`src/rtl/mem_arb_pkg.sv`:
```
// Shared types for the memory-controller arbiter: grant codes, FSM states and access-size encoding.
package mem_arb_pkg;

  typedef enum logic [1:0] {
    GNT_NONE = 2'd0,
    GNT_IF   = 2'd1,
    GNT_LD   = 2'd2,
    GNT_ST   = 2'd3
  } gnt_e;

  typedef enum logic {
    ST_IDLE = 1'b0,
    ST_BUSY = 1'b1
  } state_e;

  localparam logic [1:0] LEN_B      = 2'd0;
  localparam logic [1:0] LEN_H      = 2'd1;
  localparam logic [1:0] LEN_W      = 2'd2;
  localparam int         LEN_SIGNED = 2;

endpackage

```
`src/rtl/mem_arb_pick.sv`:
```
// Combinational winner selection among fetch, load and store requests.
// Fixed priority store > load > fetch, overridden by the starve flag; flush masks speculative requesters.
module mem_arb_pick
  import mem_arb_pkg::*;
(
  input  logic if_valid,
  input  logic ld_valid,
  input  logic st_valid,
  input  logic flush,
  input  logic starve,
  output gnt_e gnt
);

  always_comb begin
    if (starve && if_valid && !flush) gnt = GNT_IF;
    else if (st_valid)                gnt = GNT_ST;
    else if (ld_valid && !flush)      gnt = GNT_LD;
    else if (if_valid && !flush)      gnt = GNT_IF;
    else                              gnt = GNT_NONE;
  end

endmodule

```
`src/rtl/mem_arbiter.sv`:
```
// Single-outstanding arbiter in front of the byte-serial memory controller.
// Optional fetch starvation guard is built when MEM_ARB_STARVE_GUARD_EN is defined.
module mem_arbiter
  import mem_arb_pkg::*;
#(
  parameter int STARVE_LIMIT = 4,
  parameter int CNT_W        = 3
) (
  input  logic        clk_in,
  input  logic        rst_in,
  input  logic        rdy_in,
  input  logic        flush,
  input  logic        if_valid,
  input  logic [31:0] if_addr,
  output logic        if_ready,
  output logic [31:0] if_data,
  input  logic        ld_valid,
  input  logic [31:0] ld_addr,
  input  logic [2:0]  ld_size,
  output logic        ld_ready,
  output logic [31:0] ld_data,
  input  logic        st_valid,
  input  logic [31:0] st_addr,
  input  logic [2:0]  st_size,
  input  logic [31:0] st_data,
  output logic        st_ready,
  output logic        mc_valid,
  output logic        mc_wr,
  output logic [31:0] mc_addr,
  output logic [2:0]  mc_len,
  output logic [31:0] mc_data,
  input  logic        mc_ready,
  input  logic [31:0] mc_res
);

  state_e      state_q, state_d;
  gnt_e        gnt_q, gnt_d, pick_gnt;
  logic        mc_valid_q, mc_valid_d;
  logic        mc_wr_q, mc_wr_d;
  logic [31:0] mc_addr_q, mc_addr_d;
  logic [2:0]  mc_len_q, mc_len_d;
  logic [31:0] mc_data_q, mc_data_d;
  logic        starve;
  logic        busy, kill, done;

  mem_arb_pick u_pick (
    .if_valid (if_valid),
    .ld_valid (ld_valid),
    .st_valid (st_valid),
    .flush    (flush),
    .starve   (starve),
    .gnt      (pick_gnt)
  );

  assign busy = (state_q == ST_BUSY);
  // A flush abandons an in-flight read; a committed store always runs to completion.
  assign kill = busy && flush && (gnt_q == GNT_IF || gnt_q == GNT_LD);
  assign done = busy && mc_ready && !kill;

  assign if_ready = rdy_in && done && (gnt_q == GNT_IF);
  assign ld_ready = rdy_in && done && (gnt_q == GNT_LD);
  assign st_ready = rdy_in && done && (gnt_q == GNT_ST);
  assign if_data  = mc_res;
  assign ld_data  = mc_res;

  assign mc_valid = mc_valid_q;
  assign mc_wr    = mc_wr_q;
  assign mc_addr  = mc_addr_q;
  assign mc_len   = mc_len_q;
  assign mc_data  = mc_data_q;

`ifdef MEM_ARB_STARVE_GUARD_EN
  localparam logic [CNT_W-1:0] CNT_MAX = CNT_W'(STARVE_LIMIT);

  logic [CNT_W-1:0] cnt_q, cnt_d;

  assign starve = (cnt_q == CNT_MAX);

  always_comb begin
    cnt_d = cnt_q;
    if (rdy_in && state_q == ST_IDLE) begin
      if (!if_valid || pick_gnt == GNT_IF)
        cnt_d = '0;
      else if ((pick_gnt == GNT_LD || pick_gnt == GNT_ST) && !flush && !starve)
        cnt_d = cnt_q + 1'b1;
    end
  end

  always_ff @(posedge clk_in or negedge rst_in) begin
    if (!rst_in) cnt_q <= '0;
    else         cnt_q <= cnt_d;
  end
`else
  assign starve = 1'b0;
`endif

  // NOTE: every signal is given its hold value first so no path through this block infers a latch.
  always_comb begin
    state_d    = state_q;
    gnt_d      = gnt_q;
    mc_valid_d = mc_valid_q;
    mc_wr_d    = mc_wr_q;
    mc_addr_d  = mc_addr_q;
    mc_len_d   = mc_len_q;
    mc_data_d  = mc_data_q;
    if (rdy_in) begin
      unique case (state_q)
        ST_IDLE: begin
          if (pick_gnt != GNT_NONE) begin
            state_d    = ST_BUSY;
            gnt_d      = pick_gnt;
            mc_valid_d = 1'b1;
            unique case (pick_gnt)
              GNT_IF: begin
                mc_wr_d   = 1'b0;
                mc_addr_d = if_addr;
                mc_len_d  = {1'b0, LEN_W};
                mc_data_d = '0;
              end
              GNT_LD: begin
                mc_wr_d   = 1'b0;
                mc_addr_d = ld_addr;
                mc_len_d  = ld_size;
                mc_data_d = '0;
              end
              GNT_ST: begin
                mc_wr_d   = 1'b1;
                mc_addr_d = st_addr;
                mc_len_d  = st_size;
                mc_data_d = st_data;
              end
              default: ;
            endcase
          end
        end
        ST_BUSY: begin
          if (done || kill) begin
            state_d    = ST_IDLE;
            gnt_d      = GNT_NONE;
            mc_valid_d = 1'b0;
          end
        end
        default: ;
      endcase
    end
  end

  // NOTE: sequential state uses non-blocking assignments so all flops update together at the edge.
  always_ff @(posedge clk_in or negedge rst_in) begin
    if (!rst_in) begin
      state_q    <= ST_IDLE;
      gnt_q      <= GNT_NONE;
      mc_valid_q <= 1'b0;
      mc_wr_q    <= 1'b0;
      mc_addr_q  <= '0;
      mc_len_q   <= '0;
      mc_data_q  <= '0;
    end else begin
      state_q    <= state_d;
      gnt_q      <= gnt_d;
      mc_valid_q <= mc_valid_d;
      mc_wr_q    <= mc_wr_d;
      mc_addr_q  <= mc_addr_d;
      mc_len_q   <= mc_len_d;
      mc_data_q  <= mc_data_d;
    end
  end

endmodule

```
`config.mk`:
```
export PLATFORM = sky130hd
export DESIGN_NAME = mem_arbiter
export DESIGN_NICKNAME = d
export VERILOG_FILES = /design/src/rtl/mem_arb_pkg.sv /design/src/rtl/mem_arb_pick.sv /design/src/rtl/mem_arbiter.sv
export SDC_FILE = /design/constraint.sdc
export NUM_CORES = 1
export LEC_CHECK = 0
export CELL_PAD_IN_SITES_DETAIL_PLACEMENT = 1
export CELL_PAD_IN_SITES_GLOBAL_PLACEMENT = 2
export CORE_MARGIN = 5
export CORE_UTILIZATION = 18
export DETAILED_ROUTE_END_ITERATION = 10
export PLACE_DENSITY_LB_ADDON = 0.15
export SYNTH_ARGS = -nofsm -noshare
export SYNTH_HDL_FRONTEND = slang
export SYNTH_SLANG_ARGS = --single-unit
export TNS_END_PERCENT = 1
```
`constraint.sdc`:
```
create_clock -name clk_in -period 2.36 [get_ports clk_in]
set_input_delay 0.472 -clock clk_in [delete_from_list [all_inputs] [get_ports clk_in]]
set_output_delay 0.472 -clock clk_in [all_outputs]
set_load 0.02 [all_outputs]
```
Yosys cells after proc, flatten, opt, wreduce, memory -nomap -nowiden

Index checks and enable logic that the tools add are counted.

Register bits: 72

Eq/ne operators: 8
Multiplexer cells: 16
Bitwise logic cells: 1
Reductions and logical operators: 21

Operators by type and width:

| cell                 | number |
|---|---|
| $pmux W32 S3         | 1 |
| $pmux W32 S2         | 1 |
| $logic_and A1 B1 Y1  | 10 |
| $pmux W3 S3          | 1 |
| $eq A2 B2 Y1 const B | 4 |
| $mux W2              | 4 |
| $reduce_and A4 Y1    | 2 |
| $pmux W1 S2          | 3 |
| $mux W1              | 5 |
| $eq A2 B1 Y1 const B | 2 |
| $pmux W2 S2          | 1 |
| $reduce_bool A2 Y1   | 2 |
| $reduce_and A3 Y1    | 1 |
| $reduce_bool A3 Y1   | 1 |
| $logic_not A1 Y1     | 2 |
| $logic_or A1 B1 Y1   | 2 |
| $ne A2 B1 Y1 const B | 1 |
| $ne A2 B2 Y1 const B | 1 |
| $reduce_or A2 Y1     | 1 |
| $not A1 Y1           | 1 |

Logic depth before layout (Yosys ltp)

Gate-level depths: netlist (run 1).

Depth in word-level cells: 9
Gate-level depth with buffers: 6

Modules after synthesis

A second synthesis (run 1) with hierarchy kept.

Cells, all modules: 433
Area total of the unflattened synthesis: 4152.7 µm²

By module, submodules not included:

| module       | instances | cells an instance | area an instance (µm²) |
|---|---|---|---|
| mem_arbiter  | 1         | 428               | 4108.9 |
| mem_arb_pick | 1         | 5                 | 43.8 |

Worst setup path after synthesis (run 1)

OpenSTA, ideal clock, no wires.

Path type: flip-flop to output port
Start: register gnt_q[0]
End: output if_ready
Arrival: 1.248 ns
Required time: 1.888 ns
Setup slack: 0.640 ns
Cell stages (with the launch flop): 6
Cell sequence: dfrtp_1 > inv_1 > ha_1 > nand2b_1 > and4_1 > and2_1

Longest elaborated chain between the ends: 7

Ends and longest elaborated chain:

| item                                                | line                                 | text |
|---|---|---|
| start: declaration                                  | mem_arbiter.sv:37                    | `gnt_e gnt_q, gnt_d, pick_gnt;` |
| start signal: assignment                            | mem_arbiter.sv:160                   | `gnt_q <= gnt_d;` |
| $eq A2 B1 Y1 / $eq A2 B2 Y1 (equally long branches) | mem_arbiter.sv:57, mem_arbiter.sv:60 |  |
| $logic_or A1 B1 Y1                                  | mem_arbiter.sv:57                    | `assign kill = busy && flush && (gnt_q == GNT_IF \|\| gnt_q == GNT_LD);` |
| $logic_and A1 B1 Y1                                 | mem_arbiter.sv:57                    |  |
| $logic_not A1 Y1                                    | mem_arbiter.sv:58                    | `assign done = busy && mc_ready && !kill;` |
| $logic_and A1 B1 Y1                                 | mem_arbiter.sv:58                    |  |
| $logic_and A1 B1 Y1                                 | mem_arbiter.sv:60                    | `assign if_ready = rdy_in && done && (gnt_q == GNT_IF);` |
| $logic_and A1 B1 Y1 (*)                             | mem_arbiter.sv:60                    |  |
| end: declaration                                    | mem_arbiter.sv:15                    | `output logic if_ready,` |

Every way passes the cells marked *; elsewhere a longest branch is shown, timed or not.

Final worst setup path (run 1)

Ends and elaborated chain as after synthesis.

==> run summary, run 1 <==
io pins: 310
Min-Delay Path Class: primary input to asynchronous set/reset pin
Die Footprint: 26900 um^2
# hold bufs at CTS: 0
Tcrit/Tclk final: 94.5%
power per cell area: 862 nW/um^2
NumNets Final: 762
Syn Nets: 623
Worst Path Arrival: 1760 ps
drt first pass iters: 4
worst clock skew: 5.53 ps
top-count cell post-synth: dfrtp_1
DRT iter0 DRCs: 89
wire length on met3: 1690 um
initial antenna violation count: 0
Synth top cells by count: 72 x dfrtp_1, 64 x buf_4, 37 x o31ai_1
Synth top area share: 42.1%
Fin Setup TNS: 0 ps
Starting Density: 18.2%
Primary FF master, synth: dfrtp_1
Max Slew Vio Count: 0
highest metal used: met4
CP Max Fanout: 3
Net Switching: 0.00201 W
Synth Warn #: 0
Max stage delay cell, worst path: dfrtp_1
Yosys top cell by area: dfrtp_1
first-pass GRT wire length: 26000 um
Clk Latency, worst-skew pair: 340 ps
min cycle time layout: 2230 ps
Mapped Avg Cell Area: 9.59 um^2
critical-path cell list: inv_1 > ha_1 > nand2b_1 > and4_1 > and2_1 > buf_2
CTS tree: done
FFs w/ async S/R, synth: 100%
share of power burned in registers: 33.4%
Max Freq: 0.448 GHz
Port Buffers: 213
total length of routed wires: 16900 um
Setup Fix Bufs, Post-CTS: 0
clk buf depth: 2
H-tree levels: 3
dpl hpwl: 12400 um
dominant cells by area after synthesis: dfrtp_1 42%, buf_4 11%, o31ai_1 6.5%
ant diodes: 0
vias per inst: 4.24
Die Height: 164 um
Combinational Power Share: 43.3%
EDFF count, synth: 0
RSZ-0062 raised after global routing: false
Vias: 3852
P_int: 0.00371 W
num rows: 56
Post-Layout Cell Count: 909
Worst VDD drop: 0.298 mV
pre-CTS WS: -161 ps
root buf cell: clkbuf_16
Slew HR: 21.3%
fillers: 2671
Post-Place Cells: 893
status: complete, no violations
Leakage: 3.04 nW
Area Growth Syn to Fin: 55.1%
area of the mapped netlist: 4280 um^2
Die X: 164 um
Synth cell types: 33
Sw Share: 35.1%
Final Core Density: 28.3%
core area: 23500 um^2
share of layout cells above drive strength 1: 8.64%
GRT Residual Overflow: 0
synthesized instance count: 446
maxcap violations: 0
metal2 WL: 7980 um
post-synthesis sequential area ratio: 42.1%
Final Hold Fails: 0
startpoint types: flop
Total Power: 0.00572 W
DR WL/cell: 18.6 um
Crit Path Category: flop to output pin
Clock transition at path regs: 60 ps
Finish-stage setup viols: 0
Tightest Pin Transition: 1180 ps
clk sink count: 72
CP endpoint kind: output pin
Final Worst Setup Slack: 129 ps
largest net degree at the start of global routing: 43
global placer's final weighted congestion: 0.720
Total GRT Usage: 12.5%
DR DRC count: 0
Clk network pwr share: 23.3%
Worst Path Required: 1890 ps
Metal-1 WL: 7080 um
CTS Buf Count: 9
Crit path largest cell delay: 370 ps
Routed Antenna Nets: 0
Yosys reg bits: 72
vias in the first global route: 4399
## worst max-delay path, delay by kind of cell (launching register included)
family        cells  cell delay, ps
simple gates      3             530
flops             1             370
fa+ha+maj         1             280
buf+inv           2             230
## power by group through the flow
stage          registers, W  logic (W)  clock network [W]
2_1_floorplan       0.00240   0.000787                  0
6_report            0.00191    0.00247            0.00133
5_1_grt             0.00196    0.00266            0.00145
3_5_place_dp        0.00193    0.00253                  0
3_3_place_gp        0.00192    0.00252                  0
4_1_cts             0.00192    0.00254            0.00141
## metrics by stage
stage	hold slack (ps)	area (um^2)
finish	77.6	6630
global route	101	6630
CTS	75.7	6650
detailed placement	462	6360
global placement	453	6360
floorplan	176	4280
## flip-flops by register name (all words and copies together) (netlist names)
signal    count
busy          1
mc_addr      32
mc_wr         1
gnt_q         2
mc_len        3
mc_valid      1
mc_data      32
## path summary, 6_finish.rpt
| path | to | slack, ps | depth (start not counted) | from |
|---|---|---|---|---|
| min in group clk_in | mc_data[29]$_DFFE_PN0P_ | 480 | 1 | mc_data[29]$_DFFE_PN0P_ |
| min | mc_data[22]$_DFFE_PN0P_ | 80 | 1 | rst_in |
| min reg2reg | mc_data[29]$_DFFE_PN0P_ | 480 | 1 | mc_data[29]$_DFFE_PN0P_ |
| max in group asynchronous | mc_len[0]$_DFFE_PN0P_ | 1640 | 2 | rst_in |
| max reg2reg | mc_len[2]$_DFFE_PN0P_ | 530 | 4 | busy$_DFFE_PN0P_ |
| max | if_ready | 130 | 6 | gnt_q[0]$_DFFE_PN0P_ |
## cell families (layout without fill, tap and decap cells)
logic type	Yosys count	in the layout	share of synthesized area, %
AOI/OAI and AO/OA	140	140	24.2
buffers and inverters	136	280	18.3
and+or+nand+nor	91	91	13.2
DFF	72	72	42.1
muxes	4	4	1.32
adders and majority gates	3	3	0.878
## layout by cell type (no fill, tap or decap), types with 2 or more instances in the layout
master	instances
o31ai_1	37
nand2_1	2
inv_1	31
o22ai_1	2
mux2_4	3
and3_1	32
clkdlybuf4s50_1	208
clkbuf_8	2
clkbuf_16	9
buf_2	4
buf_4	15
nand2b_1	3
a211oi_1	5
a21oi_1	3
nor2_1	8
buf_12	5
dfrtp_1	72
o21ai_0	3
a21o_1	33
o221ai_1	27
ha_1	3
clkinv_2	3
and3b_1	5
and2_1	31
a31oi_1	27
## layout make-up
cell class	instances	area (um^2)	share of cell area, %
clock buffer	11	253	3.81
clock inverter	5	31.3	0.472
inverter	32	120	1.81
multi-input combinational	238	1710	25.8
sequential	72	1800	27.2
tap	319	399	6.02
timing repair buffer	232	2310	34.9
## repair_timing
action	4_1_cts	5_1_grt
hold endpoints to repair	0	0
pin swaps	0	0
endpoints found under the setup margin	3	2
resized for setup	10	2
## metal layers
metal | vias to the layer above | GRT usage, %
li1 | 1809 | -
met1 | 1877 | 15.1
met2 | 145 | 20.1
met3 | 21 | 5.47
met4 | 0 | 3.70
met5 | - | 0
Power figures use the tool's default switching activity.
==> inputs of run 2 (changes only) <==
--- a/config.mk
+++ b/config.mk
@@ -10,6 +10,7 @@
 export CORE_MARGIN = 5
 export CORE_UTILIZATION = 18
 export DETAILED_ROUTE_END_ITERATION = 10
+export HOLD_SLACK_MARGIN = 0.06
 export PLACE_DENSITY_LB_ADDON = 0.15
 export SYNTH_ARGS = -nofsm -noshare
 export SYNTH_HDL_FRONTEND = slang
==> results of run 2 <==
The final DEF is identical to that of run 1; final timing and power are the same.
